File: src/rtl/bp_pkg.sv
`default_nettype none
// ============================================================================
//  Module   : bp_pkg
//  Brief    : Shared types and helpers for the dynamic branch predictor:
//             2-bit counter encoding, BTB entry and shadow-slot records.
//  Revision : 1.0 - initial release
// ============================================================================
package bp_pkg;

  // Storage width for PCs/targets/tags inside the records. Any DATA_WIDTH up
  // to this value is supported; unused upper bits are always stored as zero.
  localparam int BP_MAX_WIDTH = 64;

  typedef enum logic [1:0] {
    SNT = 2'b00,
    WNT = 2'b01,
    WT  = 2'b10,
    ST  = 2'b11
  } bp_ctr_e;

  localparam bp_ctr_e BP_CTR_RESET = WNT;

  typedef struct packed {
    logic                    valid;
    logic [BP_MAX_WIDTH-1:0] tag;
    logic [BP_MAX_WIDTH-1:0] target;
    bp_ctr_e                 ctr;
  } bp_entry_t;

  typedef struct packed {
    logic                    valid;
    logic                    pred_taken;
    logic [BP_MAX_WIDTH-1:0] pred_target;
  } bp_slot_t;

  localparam bp_entry_t BP_ENTRY_RESET = '{valid: 1'b0, tag: '0, target: '0, ctr: BP_CTR_RESET};
  localparam bp_slot_t  BP_SLOT_EMPTY  = '{valid: 1'b0, pred_taken: 1'b0, pred_target: '0};

  // Saturating 2-bit counter step: taken moves toward ST, not-taken toward SNT.
  function automatic bp_ctr_e bp_ctr_next(input bp_ctr_e ctr, input logic taken);
    bp_ctr_e nxt;
    nxt = ctr;
    if (taken) begin
      if (ctr != ST) nxt = bp_ctr_e'(ctr + 2'd1);
    end else begin
      if (ctr != SNT) nxt = bp_ctr_e'(ctr - 2'd1);
    end
    return nxt;
  endfunction

endpackage
`default_nettype wire

File: src/rtl/branch_predictor_if.sv
`default_nettype none
// ============================================================================
//  Module   : branch_predictor_if
//  Brief    : Pipeline <-> branch predictor signal bundle. The pipeline side
//             (fetch, hazard unit, execute) is the master; the predictor is
//             the slave.
//  Revision : 1.0 - initial release
// ============================================================================
interface branch_predictor_if #(
  parameter int DATA_WIDTH = 32
);
  // Fetch
  logic [DATA_WIDTH-1:0] pcF;
  logic                  predictTakenF;
  logic [DATA_WIDTH-1:0] predictTargetF;
  // Hazard unit control
  logic                  stall;
  logic                  flush;
  // Execute resolution
  logic                  branchE;
  logic                  takenE;
  logic [DATA_WIDTH-1:0] pcE;
  logic [DATA_WIDTH-1:0] targetE;
  // Results
  logic                  branch;
  logic                  branchResolved;
  logic                  redirectValid;
  logic [DATA_WIDTH-1:0] redirectPC;

  modport master (
    output pcF, stall, flush, branchE, takenE, pcE, targetE,
    input  predictTakenF, predictTargetF, branch, branchResolved,
           redirectValid, redirectPC
  );

  modport slave (
    input  pcF, stall, flush, branchE, takenE, pcE, targetE,
    output predictTakenF, predictTargetF, branch, branchResolved,
           redirectValid, redirectPC
  );
endinterface
`default_nettype wire

File: src/rtl/bp_table.sv
`default_nettype none
// ============================================================================
//  Module   : bp_table
//  Brief    : Direct-mapped BTB with 2-bit counters. One asynchronous read
//             port for fetch, one synchronous update port from Execute.
//             A same-cycle read of the entry being written returns the old
//             value.
//  Revision : 1.0 - initial release
// ============================================================================
module bp_table
  import bp_pkg::*;
#(
  parameter int INDEX_BITS = 4,
  parameter int DATA_WIDTH = 32
) (
  input  logic                  clk,
  input  logic                  rst,
  input  logic [DATA_WIDTH-1:0] rd_pc_i,
  output logic                  rd_taken_o,
  output logic [DATA_WIDTH-1:0] rd_target_o,
  input  logic                  upd_en_i,
  input  logic                  upd_taken_i,
  input  logic [DATA_WIDTH-1:0] upd_pc_i,
  input  logic [DATA_WIDTH-1:0] upd_target_i
);

  localparam int ENTRIES = 1 << INDEX_BITS;

  bp_entry_t               entry_q [ENTRIES];
  bp_entry_t               rd_entry;
  bp_entry_t               upd_old;
  bp_entry_t               upd_entry_d;
  logic                    upd_we;
  logic                    rd_hit;
  logic                    upd_hit;
  logic [INDEX_BITS-1:0]   rd_idx;
  logic [INDEX_BITS-1:0]   upd_idx;
  logic [BP_MAX_WIDTH-1:0] rd_tag;
  logic [BP_MAX_WIDTH-1:0] upd_tag;
  logic                    unused_pc_bits;

  // Word-aligned PCs: the two low bits never select or tag an entry.
  assign unused_pc_bits = ^{rd_pc_i[1:0], upd_pc_i[1:0]};

  assign rd_idx  = rd_pc_i[INDEX_BITS+1:2];
  assign upd_idx = upd_pc_i[INDEX_BITS+1:2];
  assign rd_tag  = BP_MAX_WIDTH'(rd_pc_i >> (INDEX_BITS + 2));
  assign upd_tag = BP_MAX_WIDTH'(upd_pc_i >> (INDEX_BITS + 2));

  // Fetch lookup: predict taken only on a tag hit with the counter's MSB set.
  always_comb begin
    rd_entry    = entry_q[rd_idx];
    rd_hit      = rd_entry.valid && (rd_entry.tag == rd_tag);
    rd_taken_o  = rd_hit && rd_entry.ctr[1];
    rd_target_o = DATA_WIDTH'(rd_entry.target);
  end

  // Update: taken always (re)writes the entry; not-taken only trains a hit.
  always_comb begin
    upd_old     = entry_q[upd_idx];
    upd_hit     = upd_old.valid && (upd_old.tag == upd_tag);
    upd_entry_d = upd_old;
    upd_we      = 1'b0;
    if (upd_en_i) begin
      if (upd_taken_i) begin
        upd_we             = 1'b1;
        upd_entry_d.valid  = 1'b1;
        upd_entry_d.tag    = upd_tag;
        upd_entry_d.target = BP_MAX_WIDTH'(upd_target_i);
        // A fresh allocation starts weakly taken rather than training the
        // counter left behind by the aliasing branch.
        upd_entry_d.ctr    = upd_hit ? bp_ctr_next(upd_old.ctr, 1'b1) : WT;
      end else if (upd_hit) begin
        upd_we          = 1'b1;
        upd_entry_d.ctr = bp_ctr_next(upd_old.ctr, 1'b0);
      end
    end
  end

  for (genvar i = 0; i < ENTRIES; i++) begin : g_entry
    // Entry storage; reset wins over any pending update.
    always_ff @(posedge clk) begin
      if (rst) begin
        entry_q[i] <= BP_ENTRY_RESET;
      end else if (upd_we && (upd_idx == INDEX_BITS'(i))) begin
        entry_q[i] <= upd_entry_d;
      end
    end
  end

endmodule
`default_nettype wire

File: src/rtl/branch_predictor.sv
`default_nettype none
// ============================================================================
//  Module   : branch_predictor
//  Brief    : Dynamic branch predictor top. Predicts at fetch through
//             bp_table, carries each prediction through D and E shadow slots
//             and checks it against the resolved branch in Execute.
//  Revision : 1.0 - initial release
// ============================================================================
module branch_predictor
  import bp_pkg::*;
#(
  parameter int INDEX_BITS = 4,
  parameter int DATA_WIDTH = 32
) (
  input  logic               clk,
  input  logic               rst,
  branch_predictor_if.slave  bp
);

  logic                  fetch_taken;
  logic [DATA_WIDTH-1:0] fetch_target;
  logic                  mispredict;
  bp_slot_t              fetch_slot;
  bp_slot_t              dslot_q;
  bp_slot_t              dslot_d;
  bp_slot_t              eslot_q;
  bp_slot_t              eslot_d;

  bp_table #(
    .INDEX_BITS (INDEX_BITS),
    .DATA_WIDTH (DATA_WIDTH)
  ) u_table (
    .clk          (clk),
    .rst          (rst),
    .rd_pc_i      (bp.pcF),
    .rd_taken_o   (fetch_taken),
    .rd_target_o  (fetch_target),
    .upd_en_i     (bp.branchE),
    .upd_taken_i  (bp.takenE),
    .upd_pc_i     (bp.pcE),
    .upd_target_i (bp.targetE)
  );

  // Fetch prediction and the record that travels with the instruction.
  always_comb begin
    bp.predictTakenF       = fetch_taken;
    bp.predictTargetF      = fetch_taken ? fetch_target : bp.pcF + DATA_WIDTH'(4);
    fetch_slot             = BP_SLOT_EMPTY;
    fetch_slot.valid       = 1'b1;
    fetch_slot.pred_taken  = fetch_taken;
    fetch_slot.pred_target = BP_MAX_WIDTH'(bp.predictTargetF);
  end

  // Compare the E-slot prediction with the resolved outcome. An empty slot
  // means fetch never predicted this branch, so it always redirects.
  always_comb begin
    mispredict = 1'b0;
    if (bp.branchE) begin
      mispredict = !eslot_q.valid
                || (bp.takenE != eslot_q.pred_taken)
                || (bp.takenE && (eslot_q.pred_target != BP_MAX_WIDTH'(bp.targetE)));
    end
    bp.branch         = bp.branchE;
    bp.branchResolved = bp.branchE && !mispredict;
    bp.redirectValid  = mispredict;
    bp.redirectPC     = bp.takenE ? bp.targetE : bp.pcE + DATA_WIDTH'(4);
  end

  // Shadow-slot next state: a redirect squashes both slots, even under stall.
  always_comb begin
    dslot_d = dslot_q;
    eslot_d = dslot_q;
    if (mispredict) begin
      dslot_d = BP_SLOT_EMPTY;
    end else if (!bp.stall) begin
      dslot_d = fetch_slot;
    end
    if (mispredict || bp.flush) begin
      eslot_d = BP_SLOT_EMPTY;
    end
  end

  // Shadow-slot registers.
  always_ff @(posedge clk) begin
    if (rst) begin
      dslot_q <= BP_SLOT_EMPTY;
      eslot_q <= BP_SLOT_EMPTY;
    end else begin
      dslot_q <= dslot_d;
      eslot_q <= eslot_d;
    end
  end

endmodule
`default_nettype wire

File: src/flat_wrapper.sv
// flat-port wrapper written by rule: the top's interface ports become plain ports
module branch_predictor_flat import bp_pkg::*;
#(
  parameter int INDEX_BITS = 4,
  parameter int DATA_WIDTH = 32
)
  (clk, rst, bp_pcF, bp_stall, bp_flush, bp_branchE, bp_takenE, bp_pcE, bp_targetE, bp_predictTakenF, bp_predictTargetF, bp_branch, bp_branchResolved, bp_redirectValid, bp_redirectPC);
  branch_predictor_if #(.DATA_WIDTH(DATA_WIDTH)) bp_i ();
  input  logic clk;
  input  logic rst;
  input wire logic [$bits(bp_i.pcF)-1:0] bp_pcF;
  input wire logic [$bits(bp_i.stall)-1:0] bp_stall;
  input wire logic [$bits(bp_i.flush)-1:0] bp_flush;
  input wire logic [$bits(bp_i.branchE)-1:0] bp_branchE;
  input wire logic [$bits(bp_i.takenE)-1:0] bp_takenE;
  input wire logic [$bits(bp_i.pcE)-1:0] bp_pcE;
  input wire logic [$bits(bp_i.targetE)-1:0] bp_targetE;
  output wire logic [$bits(bp_i.predictTakenF)-1:0] bp_predictTakenF;
  output wire logic [$bits(bp_i.predictTargetF)-1:0] bp_predictTargetF;
  output wire logic [$bits(bp_i.branch)-1:0] bp_branch;
  output wire logic [$bits(bp_i.branchResolved)-1:0] bp_branchResolved;
  output wire logic [$bits(bp_i.redirectValid)-1:0] bp_redirectValid;
  output wire logic [$bits(bp_i.redirectPC)-1:0] bp_redirectPC;
  assign bp_i.pcF = bp_pcF;
  assign bp_i.stall = bp_stall;
  assign bp_i.flush = bp_flush;
  assign bp_i.branchE = bp_branchE;
  assign bp_i.takenE = bp_takenE;
  assign bp_i.pcE = bp_pcE;
  assign bp_i.targetE = bp_targetE;
  assign bp_predictTakenF = bp_i.predictTakenF;
  assign bp_predictTargetF = bp_i.predictTargetF;
  assign bp_branch = bp_i.branch;
  assign bp_branchResolved = bp_i.branchResolved;
  assign bp_redirectValid = bp_i.redirectValid;
  assign bp_redirectPC = bp_i.redirectPC;
  branch_predictor #(.INDEX_BITS(INDEX_BITS), .DATA_WIDTH(DATA_WIDTH)) u_core (.clk(clk), .rst(rst), .bp(bp_i));
endmodule
File: config.mk
export PLATFORM = sky130hd
export DESIGN_NAME = branch_predictor_flat
export DESIGN_NICKNAME = d
export VERILOG_FILES = /design/src/rtl/bp_pkg.sv /design/src/rtl/branch_predictor_if.sv /design/src/rtl/bp_table.sv /design/src/rtl/branch_predictor.sv /design/src/flat_wrapper.sv
export SDC_FILE = /design/constraint.sdc
export NUM_CORES = 2
export LEC_CHECK = 0
export BUFFER_PORTS_ARGS = -buffer_cell sky130_fd_sc_hd__buf_2
export CORE_AREA = 3 3 474 476
export CTS_CLUSTER_SIZE = 14
export DETAILED_ROUTE_END_ITERATION = 10
export DIE_AREA = 0 0 477 479
export SLEW_MARGIN = 0
export SYNTH_ARGS = -nofsm -noshare
export SYNTH_HDL_FRONTEND = slang
export SYNTH_SLANG_ARGS = --single-unit
File: constraint.sdc
create_clock -name clk -period 15.8 [get_ports clk]
set_clock_uncertainty 0.15 [all_clocks]
set_input_delay 0 -clock clk [delete_from_list [all_inputs] [get_ports clk]]
set_output_delay 0 -clock clk [all_outputs]
set_load 0.005 [all_outputs]
==> results.json <==
{
  "ff_latch_area_um2": 48900,
  "worstSetupStartpointType": "input pin",
  "synth_seq_area_share": 0.633,
  "fmax_ghz": 0.138,
  "syn-cell-area_um2": 77300,
  "drt_pass1_iterations": 6,
  "fin_nets": 5975,
  "post-route-drc-count": 0,
  "post_drt_wl_per_cell_um": 28.6,
  "n_fill_cell": 20200,
  "post_cts_resized": 0,
  "synth_cells": 5078,
  "r2r_start": "u_core.u_table.entry_q[14][101]$_SDFFCE_PN0P_",
  "maxCapViolCount": 1,
  "fin_tns_setup_ns": 0,
  "r2r_slack_ns": 8.90,
  "irDropWorstVdd_mv": 0.0952,
  "grt_pass1_vias": 50000,
  "cts_tree": "built",
  "hold_path_class": "in -> reg",
  "ys_ff_latch": 1652,
  "leakagePower_uw": 0.0320,
  "max_slew_margin": -0.0214,
  "status": "finished with violations",
  "fin_crit_sh": 0.458,
  "yosys_warnings": 0,
  "async_flop_share": 0,
  "coreArea_um2": 221000,
  "ys_types": 81,
  "dr.first_iter.drc_count": 6936,
  "drtAntennaViolNets": 0,
  "violations": "max-capacitance violations, max-slew violations",
  "cp-end-kind": "register",
  "finalSetupViolations": 0,
  "path_max_fanout": 70,
  "reg2reg_depth": 11,
  "multi_input_area_um2": 28800,
  "r2r-end": "u_core.u_table.entry_q[4][106]$_SDFFCE_PN0P_",
  "antenna_found_initial": 22,
  "die_w_um": 477,
  "finalHoldViolCount": 0,
  "startpoint": "bp_pcE[2]",
  "root_buffer": "clkbuf_16",
  "hold_start": "bp_pcE[18]",
  "area_growth_pct": 17.4,
  "overflow": 0,
  "worst_pin_slew_ns": 1.52,
  "synth_top_area_frac": 0.616,
  "clockBufferDepth": 3,
  "synth_common_cells": "edfxtp_1 (1,584), nor2_1 (1,020), mux4_2 (558)",
  "cp.required_ns": 16.10,
  "dieArea_um2": 228000,
  "syn_avg_cell_area_um2": 15.2,
  "vias": 50500,
  "h-tree-depth": 4,
  "yosys-top-cells-area": "edfxtp_1 (62%), mux4_2 (16%), nor2_1 (5.0%)",
  "holdPathStages": 3,
  "portBuffers": 169,
  "die_y_um": 479,
  "dpl-instance-area_um2": 83600,
  "cts.sinks": 1652,
  "hpwlAfterDp_mm": 163,
  "synth_most_common_cell": "edfxtp_1",
  "grt_pass1_wl_mm": 365,
  "ys.flop_type": "edfxtp_1",
  "cts_buffers": 178,
  "clkTransAtPathRegs_ns": 0.06,
  "drive_gt1_frac": 0.213,
  "power_density_nw_per_um2": 117,
  "cp.arrival_ns": 7.53,
  "grt_max_degree": 129,
  "gp_congestion": 0.884,
  "num_rows": 173,
  "rsz0062_at_grt": "no",
  "wirelength_mm": 258,
  "period_needed_ns": 7.23,
  "stdcell_area_um2": 90700,
  "synth_top_area_cell": "edfxtp_1",
  "holdPathEnd": "u_core.u_table.entry_q[15][78]$_SDFFCE_PN0P_",
  "initial_core_util": 0.349,
  "final_max_slew_viol_count": 3,
  "clkLatencyLatePin_ns": 0.83,
  "io_pins": 170,
  "criticalPathCategory": "in -> reg",
  "viasPerCell": 5.61,
  "synth_edf_count": 1584,
  "grt_usage": 0.221
}
[power breakdown]
part | internal (uW) | switching, uW | leakage [uW]
logic | 384 | 708 | 0.0125
clock network | 2490 | 1800 | 0.00290
registers | 5060 | 128 | 0.0166
total | 7930 | 2640 | 0.0320
[final cells by class]
| type | count | area share |
|---|---|---|
| flip-flops and latches | 1652 | 0.540 |
| multi-input cells | 3583 | 0.318 |
| clock buffers | 227 | 0.0521 |
| well taps | 2975 | 0.0411 |
| repair buffers | 413 | 0.0337 |
| clock inverters | 106 | 0.0137 |
| inverters | 40 | 0.00171 |
| diodes | 11 | 0.000304 |
[cells in the final DEF, fill, tap and decap left out, types with 33 or more instances in the layout]
master	n
buf_2	162
nand2_1	120
clkbuf_16	180
xnor2_1	81
dfxtp_1	68
mux2i_1	122
nor2_1	1017
nor3_1	122
buf_4	133
a21oi_1	62
mux2_2	33
o21ai_0	64
nand4_1	50
nor4_1	131
nand3_1	44
edfxtp_1	1584
and2_1	34
xor2_1	70
mux4_2	558
clkbuf_1	43
nor2_2	62
dlygate4sd3_1	109
conb_1	608
[critical path: stages]
cell and delay [ns]:
buf_8 0.40, buf_12 0.50, buf_4 0.86, mux4_2 0.62, mux4_2 0.50, xor2_1 0.17, nor4_1 0.66, nand4_1 0.26
nor4_2 0.36, a21o_2 0.86, a41o_4 0.65, buf_4 0.73, buf_4 0.64
[cell families (layout without fill, tap and decap cells)]
group	Yosys count	after routing	share of synthesized area
AO/OA/AOI/OAI	360	360	0.0322
XOR/XNOR	151	151	0.0171
adder cells (fa/ha/maj)	6	6	0.000939
buffers and inverters	450	786	0.0274
flip-flops	1652	1652	0.633
multiplexers	733	733	0.186
other	1	619	0.0000485
AND/OR/NAND/NOR	1725	1725	0.103
[layer usage]
metal  GRT usage  part of all wire
met1       0.286              0.37
met2       0.358              0.47
met3      0.0545              0.11
met4      0.0885             0.043
met5           0           0.00013
[worst max-delay path by stage]
stage / depth (start not counted) / endpoint
after floorplan: 15 / u_core.u_table.entry_q[10][0]$_SDFFCE_PN1P_
after global placement: 13 / u_core.u_table.entry_q[4][126]$_SDFFCE_PN0P_
after detailed placement: 13 / u_core.u_table.entry_q[4][127]$_SDFFCE_PN0P_
after CTS: 13 / u_core.u_table.entry_q[4][1]$_SDFFCE_PN0P_
after global routing: 13 / u_core.u_table.entry_q[4][117]$_SDFFCE_PN0P_
final: 13 / u_core.u_table.entry_q[4][106]$_SDFFCE_PN0P_
[repair_timing]
action | CTS | global route
buffers inserted | 0 | 0
endpoints found under the hold margin | 831 | 15
hold buffers | 108 | 1
[sequential cells by signal (all words and copies together), names as in the netlist]
register / count
u_core.eslot_q: 34
u_core.dslot_q: 34
u_core.u_table.entry_q: 1584
[through the flow]
step | setup slack [ns] | power (uW) | std cells | utilization | hold WS, ns
6_report | 8.57 | 10600 | 9007 | 0.409 | 0.0392
5_1_grt | 8.20 | 10900 | 8997 | 0.409 | 0.0143
4_1_cts | 8.60 | 10600 | 8995 | 0.409 | 0.00560
3_5_place_dp | 7.72 | 6330 | 8554 | 0.377 | 0.120
3_3_place_gp | 7.81 | 6310 | 8554 | 0.377 | 0.119
2_1_floorplan | 9.98 | 5880 | 5685 | - | -0.0732
Note: power is estimated with default switching activity, not from simulation.
